File: src/rtl/gpio_pattern_gen_if.sv
// Control and pattern bus for gpio_pattern_gen; the controller drives master, the generator sits on slave.
interface gpio_pattern_gen_if #(
  parameter int WIDTH = 32,
  parameter int DIV_W = 24
);
  logic             en;
  logic [1:0]       mode;
  logic [DIV_W-1:0] div;
  logic [WIDTH-1:0] seed;
  logic             load;
  logic             step_once;
  logic [WIDTH-1:0] pattern;
  logic             tick;
  logic             wrap;

  modport master (
    output en, mode, div, seed, load, step_once,
    input  pattern, tick, wrap
  );

  modport slave (
    input  en, mode, div, seed, load, step_once,
    output pattern, tick, wrap
  );
endinterface

File: src/rtl/gpio_pattern_gen.sv
// Prescaled GPIO pattern generator: rotate-left/right, bounce and count-up modes.
// pattern changes on the step edge; tick/wrap are registered and coincide with the new pattern.
module gpio_pattern_gen #(
  parameter int               WIDTH         = 32,
  parameter int               DIV_W         = 24,
  parameter logic [WIDTH-1:0] RESET_PATTERN = {{(WIDTH-1){1'b1}}, 1'b0}
) (
  input logic              clk,
  input logic              rst,
  gpio_pattern_gen_if.slave bus
);

  localparam int SC_W = $clog2(WIDTH);
  localparam logic [SC_W-1:0] SC_ROT_LAST = SC_W'(WIDTH - 1);
  localparam logic [SC_W-1:0] SC_BNC_LAST = SC_W'(WIDTH - 2);

  localparam logic [1:0] MODE_ROTL  = 2'b00;
  localparam logic [1:0] MODE_ROTR  = 2'b01;
  localparam logic [1:0] MODE_BOUNCE = 2'b10;
  localparam logic [1:0] MODE_COUNT = 2'b11;

  typedef enum logic {DIR_LEFT = 1'b0, DIR_RIGHT = 1'b1} dir_t;

  logic [WIDTH-1:0] pattern_q, pattern_d;
  logic [DIV_W-1:0] pcnt_q, pcnt_d;
  logic [SC_W-1:0]  sc_q, sc_d;
  dir_t             dir_q, dir_d;
  logic [1:0]       mode_q;
  logic             tick_q, wrap_q, wrap_d;
  logic             pre_step, mode_chg, step;
  logic [WIDTH-1:0] rot_left, rot_right;

  // State register
  always_ff @(posedge clk or posedge rst) begin
    if (rst) begin
      pattern_q <= RESET_PATTERN;
      pcnt_q    <= '0;
      sc_q      <= '0;
      dir_q     <= DIR_LEFT;
      mode_q    <= MODE_ROTL;
      tick_q    <= 1'b0;
      wrap_q    <= 1'b0;
    end else begin
      pattern_q <= pattern_d;
      pcnt_q    <= pcnt_d;
      sc_q      <= sc_d;
      dir_q     <= dir_d;
      mode_q    <= bus.mode;
      tick_q    <= step;
      wrap_q    <= wrap_d;
    end
  end

  // Step decode: prescaler, single-step, and the load / mode-change suppressions
  always_comb begin
    pcnt_d   = pcnt_q;
    pre_step = 1'b0;
    if (bus.en) begin
      if (pcnt_q >= bus.div) begin
        pre_step = 1'b1;
        pcnt_d   = '0;
      end else begin
        pcnt_d = pcnt_q + 1'b1;
      end
    end else begin
      pre_step = bus.step_once;
    end
    if (bus.load) begin
      pcnt_d = '0;
    end
    mode_chg = (bus.mode != mode_q);
    step     = pre_step && !bus.load && !mode_chg;
  end

  assign rot_left  = {pattern_q[WIDTH-2:0], pattern_q[WIDTH-1]};
  assign rot_right = {pattern_q[0], pattern_q[WIDTH-1:1]};

  // Next-state: pattern, step counter and bounce direction
  always_comb begin
    pattern_d = pattern_q;
    sc_d      = sc_q;
    dir_d     = dir_q;
    wrap_d    = 1'b0;
    if (bus.load) begin
      pattern_d = bus.seed;
      sc_d      = '0;
      dir_d     = DIR_LEFT;
    end else if (mode_chg) begin
      sc_d  = '0;
      dir_d = DIR_LEFT;
    end else if (step) begin
      case (mode_q)
        MODE_ROTL, MODE_ROTR: begin
          pattern_d = (mode_q == MODE_ROTL) ? rot_left : rot_right;
          wrap_d    = (sc_q == SC_ROT_LAST);
          sc_d      = (sc_q == SC_ROT_LAST) ? '0 : sc_q + 1'b1;
        end
        MODE_BOUNCE: begin
          pattern_d = (dir_q == DIR_LEFT) ? rot_left : rot_right;
          if (sc_q == SC_BNC_LAST) begin
            sc_d   = '0;
            dir_d  = (dir_q == DIR_LEFT) ? DIR_RIGHT : DIR_LEFT;
            wrap_d = (dir_q == DIR_RIGHT);
          end else begin
            sc_d = sc_q + 1'b1;
          end
        end
        default: begin
          pattern_d = pattern_q + 1'b1;
          wrap_d    = &pattern_q;
        end
      endcase
    end
  end

  // Outputs come straight from flops
  assign bus.pattern = pattern_q;
  assign bus.tick    = tick_q;
  assign bus.wrap    = wrap_q;

endmodule

File: src/flat_wrapper.sv
// flat-port wrapper written by rule: the top's interface ports become plain ports
module gpio_pattern_gen_flat 
#(
  parameter int               WIDTH         = 32,
  parameter int               DIV_W         = 24,
  parameter logic [WIDTH-1:0] RESET_PATTERN = {{(WIDTH-1){1'b1}}, 1'b0}
)
  (clk, rst, bus_en, bus_mode, bus_div, bus_seed, bus_load, bus_step_once, bus_pattern, bus_tick, bus_wrap);
  gpio_pattern_gen_if #(.WIDTH(WIDTH), .DIV_W(DIV_W)) bus_i ();
  input logic clk;
  input logic rst;
  input wire logic [$bits(bus_i.en)-1:0] bus_en;
  input wire logic [$bits(bus_i.mode)-1:0] bus_mode;
  input wire logic [$bits(bus_i.div)-1:0] bus_div;
  input wire logic [$bits(bus_i.seed)-1:0] bus_seed;
  input wire logic [$bits(bus_i.load)-1:0] bus_load;
  input wire logic [$bits(bus_i.step_once)-1:0] bus_step_once;
  output wire logic [$bits(bus_i.pattern)-1:0] bus_pattern;
  output wire logic [$bits(bus_i.tick)-1:0] bus_tick;
  output wire logic [$bits(bus_i.wrap)-1:0] bus_wrap;
  assign bus_i.en = bus_en;
  assign bus_i.mode = bus_mode;
  assign bus_i.div = bus_div;
  assign bus_i.seed = bus_seed;
  assign bus_i.load = bus_load;
  assign bus_i.step_once = bus_step_once;
  assign bus_pattern = bus_i.pattern;
  assign bus_tick = bus_i.tick;
  assign bus_wrap = bus_i.wrap;
  gpio_pattern_gen #(.WIDTH(WIDTH), .DIV_W(DIV_W), .RESET_PATTERN(RESET_PATTERN)) u_core (.clk(clk), .rst(rst), .bus(bus_i));
endmodule
File: config.mk
export PLATFORM = sky130hd
export DESIGN_NAME = gpio_pattern_gen_flat
export DESIGN_NICKNAME = d
export VERILOG_FILES = /design/src/rtl/gpio_pattern_gen_if.sv /design/src/rtl/gpio_pattern_gen.sv /design/src/flat_wrapper.sv
export SDC_FILE = /design/constraint.sdc
export NUM_CORES = 1
export LEC_CHECK = 0
export BUFFER_PORTS_ARGS = -buffer_cell sky130_fd_sc_hd__buf_4
export CAP_MARGIN = 25
export CORE_ASPECT_RATIO = 0.75
export CORE_MARGIN = 10
export CORE_UTILIZATION = 25
export CTS_CLUSTER_SIZE = 40
export DETAILED_ROUTE_END_ITERATION = 10
export GPL_ROUTABILITY_DRIVEN = 0
export PLACE_DENSITY = 0.49
export SYNTH_ARGS = -nofsm -noshare
export SYNTH_HDL_FRONTEND = slang
export SYNTH_SLANG_ARGS = --single-unit
File: constraint.sdc
create_clock -name clk -period 3.4 [get_ports clk]
set_input_delay 0.17 -clock clk [delete_from_list [all_inputs] [get_ports clk]]
set_output_delay 0.17 -clock clk [all_outputs]
set_load 0.1 [all_outputs]
* Yosys cells after proc, flatten, opt, wreduce, memory -nomap -nowiden
Index checks and enable logic that the tools add are counted.
** Cells by class
- $lt $le $gt $ge :: 1
- Reduce and logical (&&, ||, !) cells :: 16
- $add $sub $neg :: 3
- Equality and inequality tests :: 6
- Mux-type cells :: 28
** Operators with widths (count)
- 32-bit two-way mux :: 5
- 24-bit two-way mux :: 3
- 32-bit case mux with 2 select lines :: 1
- 32-bit by 1-bit adder with 32-bit output (second input constant) :: 1
- 32-bit AND reduction :: 1
- 5-bit two-way mux :: 5
- 24-bit by 1-bit adder with 24-bit output (second input constant) :: 1
- 24-bit >= comparator :: 1
- 1-bit two-way mux :: 12
- 5-bit equality test (second input constant) :: 2
- 5-bit case mux with 2 select lines :: 1
- 3-bit nonzero test :: 3
- 5-bit by 1-bit adder with 5-bit output (second input constant) :: 1
- 2-bit AND reduction :: 2
- 2-bit nonzero test :: 2
- 4-bit nonzero test :: 1
- 3-bit AND reduction :: 1
- 2-bit by 1-bit equality test with 1-bit output (second input constant) :: 1
- 2-bit equality test (second input constant) :: 1
- 1-bit logical AND :: 2
- 1-bit zero test :: 2
- 2-bit zero test :: 1
- 2-bit inequality test :: 1
- 2-bit inequality test (second input constant) :: 1
- other kinds (2) :: 2
** Word-level totals
- Output and inout bits :: 34
- Input bits :: 63
- Logic and storage cells :: 61
- Flip-flop bits (word level) :: 66

* Depth between registers and ports, before layout
- Depth in word-level cells :: 8
- Depth in mapped cells :: 11
- Mapped depth without buffers :: 10

* Worst setup path after synthesis
Ideal clock, no wire load.
- Kind :: register -> register
- Start point :: register u_core.pattern_q[5] (netlist: u_core.bus.pattern[5])
- End point :: register u_core.pattern_q[31] (netlist: u_core.bus.pattern[31])
- Setup slack :: 0.591 ns
- Path buffers :: 1
- Clock period less this slack :: 2.809 ns
- Library setup time :: 0.080 ns
- Stages on the path, launching flop included :: 9
- Data arrival time :: 2.728 ns
- Required time :: 3.320 ns
- Cells stage by stage :: dfstp_2 clkbuf_1 nand3_1 or2_2 or4_1 nor2_1 xor2_1 a211o_1 o221a_2
** Between the ends
- Cells in the longest elaborated chain, start to end :: 5
** Ends and longest elaborated chain
- start, declared :: RTL line gpio_pattern_gen.sv:24 : logic [WIDTH-1:0] pattern_q, pattern_d;
- start signal, assigned :: RTL line gpio_pattern_gen.sv:44 : pattern_q <= pattern_d;
- 32-bit by 1-bit adder with 32-bit output :: RTL line gpio_pattern_gen.sv:109 : pattern_d = pattern_q + 1'b1;
- 32-bit case mux with 2 select lines :: RTL line gpio_pattern_gen.sv:92 : case (mode_q)
- 32-bit two-way mux :: RTL line gpio_pattern_gen.sv:91 : end else if (step) begin
- 32-bit two-way mux :: RTL line gpio_pattern_gen.sv:88 : end else if (mode_chg) begin
- 32-bit two-way mux :: RTL line gpio_pattern_gen.sv:84 : if (bus.load) begin
Every way passes these cells. The select of a mux whose other input is x is not followed.
A chain may end at the register's enable or synchronous reset.

* Worst setup path after layout
- Start point :: register u_core.pcnt_q[19]
- End point :: register u_core.pattern_q[11] (netlist: u_core.bus.pattern[11])
** Between the ends
- Cells in the longest elaborated chain, start to end :: 7
** Ends and longest elaborated chain
- start, declared :: RTL line gpio_pattern_gen.sv:25 : logic [DIV_W-1:0] pcnt_q, pcnt_d;
- start signal, assigned :: RTL line gpio_pattern_gen.sv:45 : pcnt_q <= pcnt_d;
- 24-bit >= comparator :: RTL line gpio_pattern_gen.sv:59 : if (pcnt_q >= bus.div) begin
- 1-bit two-way mux :: RTL line gpio_pattern_gen.sv:59
- 1-bit two-way mux :: RTL line gpio_pattern_gen.sv:58 : if (bus.en) begin
- 1-bit logical AND (2 in series) :: RTL line gpio_pattern_gen.sv:72 : step = pre_step && !bus.load && !mode_chg;
- 2-bit nonzero test (no source line)
- 2-bit AND reduction (no source line)
Every way passes these cells.

==> metrics.txt <==
status=complete, no violations; Max Freq=between 0.3 and 0.4 GHz; Die ar.=around 0.026 sq mm; layout cells sized above 1=26.2%; WL/cell=18.3 microns; DRC=0; Fill cells=2069; Root Buffer=clkbuf_16; clock sink count=66; area of the multi-input gates=~0.0030 sq mm; design area=0.00630 sq mm; core footprint=0.0195 sq mm; Routed Wire Length=approximately 17 mm; LEAKAGE=2.70 nW; CP delay by family, top=simple AND/OR/NAND/NOR gates; power per cell area=437 mW/mm^2; Placed Area=0.00597 sq mm; Comb pwr share=~30%; Clock Skews=0.00951 ns; first drt pass iteration count=5; drt first-iter violations=~460; Slew HR=47.9%; Net Sw Frac=38.7%; Seq/Total Area, Yosys=33.9%; final net count=774; main area contributors after synthesis=dfrtp_1, dfstp_2, ha_1; final hold slack=0.0366 ns; Reg power frac=between 30% and 40%; Tcrit/Tclk final=a little under nine tenths; cells after synthesis=598; Clock Pin Slew Worst Setup and Hold Paths=0.06 ns; max incr delay on CP=0.44 ns; mean post-synth cell area=8.34 sq um; CTS Buf Count=9; maximum clock path buffer count=2; CP Class=flop to flop; first-pass GRT wire length=28.1 mm; vias per cell=5.35; post-synthesis async set-or-reset flop share=100%; Cell Rows=44; antenna violations before repair=0; Critical Path RT=between 3 and 4 ns; Bufs and invs on worst path=1; Synth Register Bits=66; Die H=approximately 140 microns; Initial Utilization=25.6%; largest net degree at the start of global routing=52; CP startpoint kind=flop; Antenna Diode Count=0; Total GRT Usage=13.3%; Synthesis Warnings=0; cell taking the most area after synthesis=dfrtp_1; Yosys top cell area share=17.6%; most frequent cell on the critical path=or3_1; Worst-Margin Slew=0.776 ns; final slew viol count=0; Max Cap Viol=0; vias in the first global route=5048; Layout area overhead=26.3%; Crit path arrival time=3.19 ns; min Tclk post-route=2.90 ns; worst skew pair latency=0.34 ns; r2r setup slk=~0.5 ns; H-tree Lvls=3; post-synthesis cell area=around 0.0050 sq mm; Worst Path Max Fanout=29; RSZ-0062 raised after global routing=false; PortBufs=between 90 and 100; DP Wirelength=12.5 mm; ys flop type=dfrtp_1; Tightest Hold Check Type=input port to flop; Die W=183 microns; Antenna Violating Nets Remaining=0; placed insts=920; Post-CTS Setup Repair Bufs=0; post-layout util=between 30% and 40%; Cell variety after synth=58; CTS tree=built; grt total ovfl=0; Final Setup Violations=0; Slowest-stage cell, CP=dfrtp_1; VDD IR max=between 0.2 and 0.25 mV; final hold vios=0; Clock power frac=roughly a third; Syn Nets=690; post-route insts no fill=between 900 and 1k; CP endpoint kind=flop; Cell Int Power=1.69 mW; # IOs=97; Post-synth EDFFs=0; Seq. cell area=about 0.0017 sq mm; crit-path cells=ha_1 > nand4_1 > or3_1 > or3_1 > o22ai_2 > o21ai_2 > buf_4 > nand2_1 > o221a_2; Psw=1.06 mW; setup TNS=0 ns; vias=5030
[Yosys cell counts (2+ instances only)]
| cell | n |
|---|---|
| a32oi_1 | 5 |
| or3_1 | 7 |
| o311ai_1 | 2 |
| o2bb2ai_1 | 2 |
| a22oi_1 | 13 |
| xnor2_1 | 13 |
| o211ai_1 | 11 |
| nor4_1 | 6 |
| and2_1 | 3 |
| nand2_1 | 54 |
| nand2b_1 | 7 |
| a21oi_1 | 32 |
| nor2_1 | 34 |
| a22o_1 | 7 |
| or4_1 | 5 |
| dfrtp_1 | 35 |
| nor3_1 | 26 |
| o32ai_1 | 4 |
| nor2b_1 | 3 |
| nand4_1 | 12 |
| a21o_1 | 6 |
| and4_1 | 3 |
| xor2_1 | 9 |
| nand3_1 | 34 |
| a211o_1 | 2 |
| or2_2 | 3 |
| inv_1 | 36 |
| dfstp_2 | 31 |
| a31oi_1 | 19 |
| buf_1 | 3 |
| a221o_1 | 10 |
| a221oi_1 | 5 |
| a32o_1 | 2 |
| o221a_2 | 12 |
| ha_1 | 29 |
| buf_2 | 7 |
| clkbuf_1 | 29 |
| o21ai_0 | 30 |
| mux2i_1 | 4 |
| a211oi_1 | 4 |
| o311ai_0 | 2 |
| and3_1 | 21 |
[path summary, 6_finish.rpt]
path,start,to,cells after the start
max,u_core.pcnt_q[19]$_DFFE_PP0P_,u_core.bus.pattern[11]$_DFFE_PP1P_,9
min,bus_seed[26],u_core.bus.pattern[26]$_DFFE_PP1P_,3
max reg2reg,u_core.pcnt_q[19]$_DFFE_PP0P_,u_core.bus.pattern[11]$_DFFE_PP1P_,9
min reg2reg,u_core.pcnt_q[2]$_DFFE_PP0P_,u_core.pcnt_q[2]$_DFFE_PP0P_,1
max in group asynchronous,rst,u_core.sc_q[0]$_DFFE_PP0P_,4
min in group asynchronous,rst,u_core.bus.tick$_DFF_PP0_,3
[power groups by stage]
stage               Clock, mW  Sequential (mW)  Combinational, mW
global placement            0             1.00              0.808
CTS                     0.986            0.990              0.817
floorplan                   0             1.29              0.291
finish                  0.950            0.991              0.812
global route             1.02             1.01              0.868
detailed placement          0             1.00              0.813
[worst reg2reg max path, delay by kind of cell (launching register included)]
family          cells  cell delay, ns
compound gates      3            0.54
simple gates        4            1.28
fa+ha+maj           1            0.34
buf+inv             1            0.26
flops               1            0.44
[stage by stage]
stage	power [mW]	setup WS [ns]
floorplan	1.58	0.591
global placement	1.81	0.570
detailed placement	1.81	0.502
CTS	2.79	0.486
global route	2.89	0.321
finish	2.75	0.499
[state kept, by name, summed over array words and instances, names as in the netlist]
name / flops
u_core.pcnt_q: 24
u_core.bus.pattern: 32
u_core.bus.wrap: 1
u_core.sc_q: 5
u_core.bus.tick: 1
u_core.mode_q: 2
u_core.dir_q: 1
[cell families (layout without fill, tap and decap cells)]
group | count (synthesis) | count (layout) | share of synthesized area [%]
buf+inv | 78 | 167 | 6.22
mux | 5 | 5 | 1.03
fa+ha+maj | 29 | 29 | 7.28
xor+xnor | 22 | 22 | 3.86
compound gates | 179 | 179 | 25.9
simple gates | 219 | 219 | 21.9
flops | 66 | 66 | 33.9
[cell usage in the layout, fill, tap and decap left out, types with 19 or more instances in the layout]
| cell type | Yosys | layout |
|---|---|---|
| dfrtp_1 | 35 | 35 |
| and3_1 | 21 | 21 |
| nand3_1 | 34 | 34 |
| nor3_1 | 26 | 25 |
| o21ai_0 | 30 | 30 |
| inv_1 | 36 | 35 |
| ha_1 | 29 | 29 |
| a21oi_1 | 32 | 31 |
| nand2_1 | 54 | 54 |
| buf_4 | 0 | 111 |
| a31oi_1 | 19 | 19 |
| nor2_1 | 34 | 34 |
| dfstp_2 | 31 | 31 |
[area by class of cell]
class                   count  area share [%]
multi-input cells         454            47.5
inverters                  37            2.20
clock buffers               9            3.57
repair buffers            114            13.7
flip-flops and latches     66            26.8
well taps                 253            5.02
clock inverters             7            1.11
[routing by layer]
| metal | vias to the layer above | global-route usage [%] | share of wire [%] |
|---|---|---|---|
| met5 | - | 0 | 0 |
| met4 | 0 | 3.96 | 1.2 |
| met3 | 14 | 2.93 | 4.5 |
| met2 | 124 | 20.2 | 45 |
| met1 | 2465 | 18.3 | 49 |
| li1 | 2427 | - | - |
[repair_timing]
action                                 CTS  global route
hold buffers                             3             0
endpoints found under the hold margin    3             0
resized for setup                        0             0
Note: power is estimated with default switching activity, not from simulation.
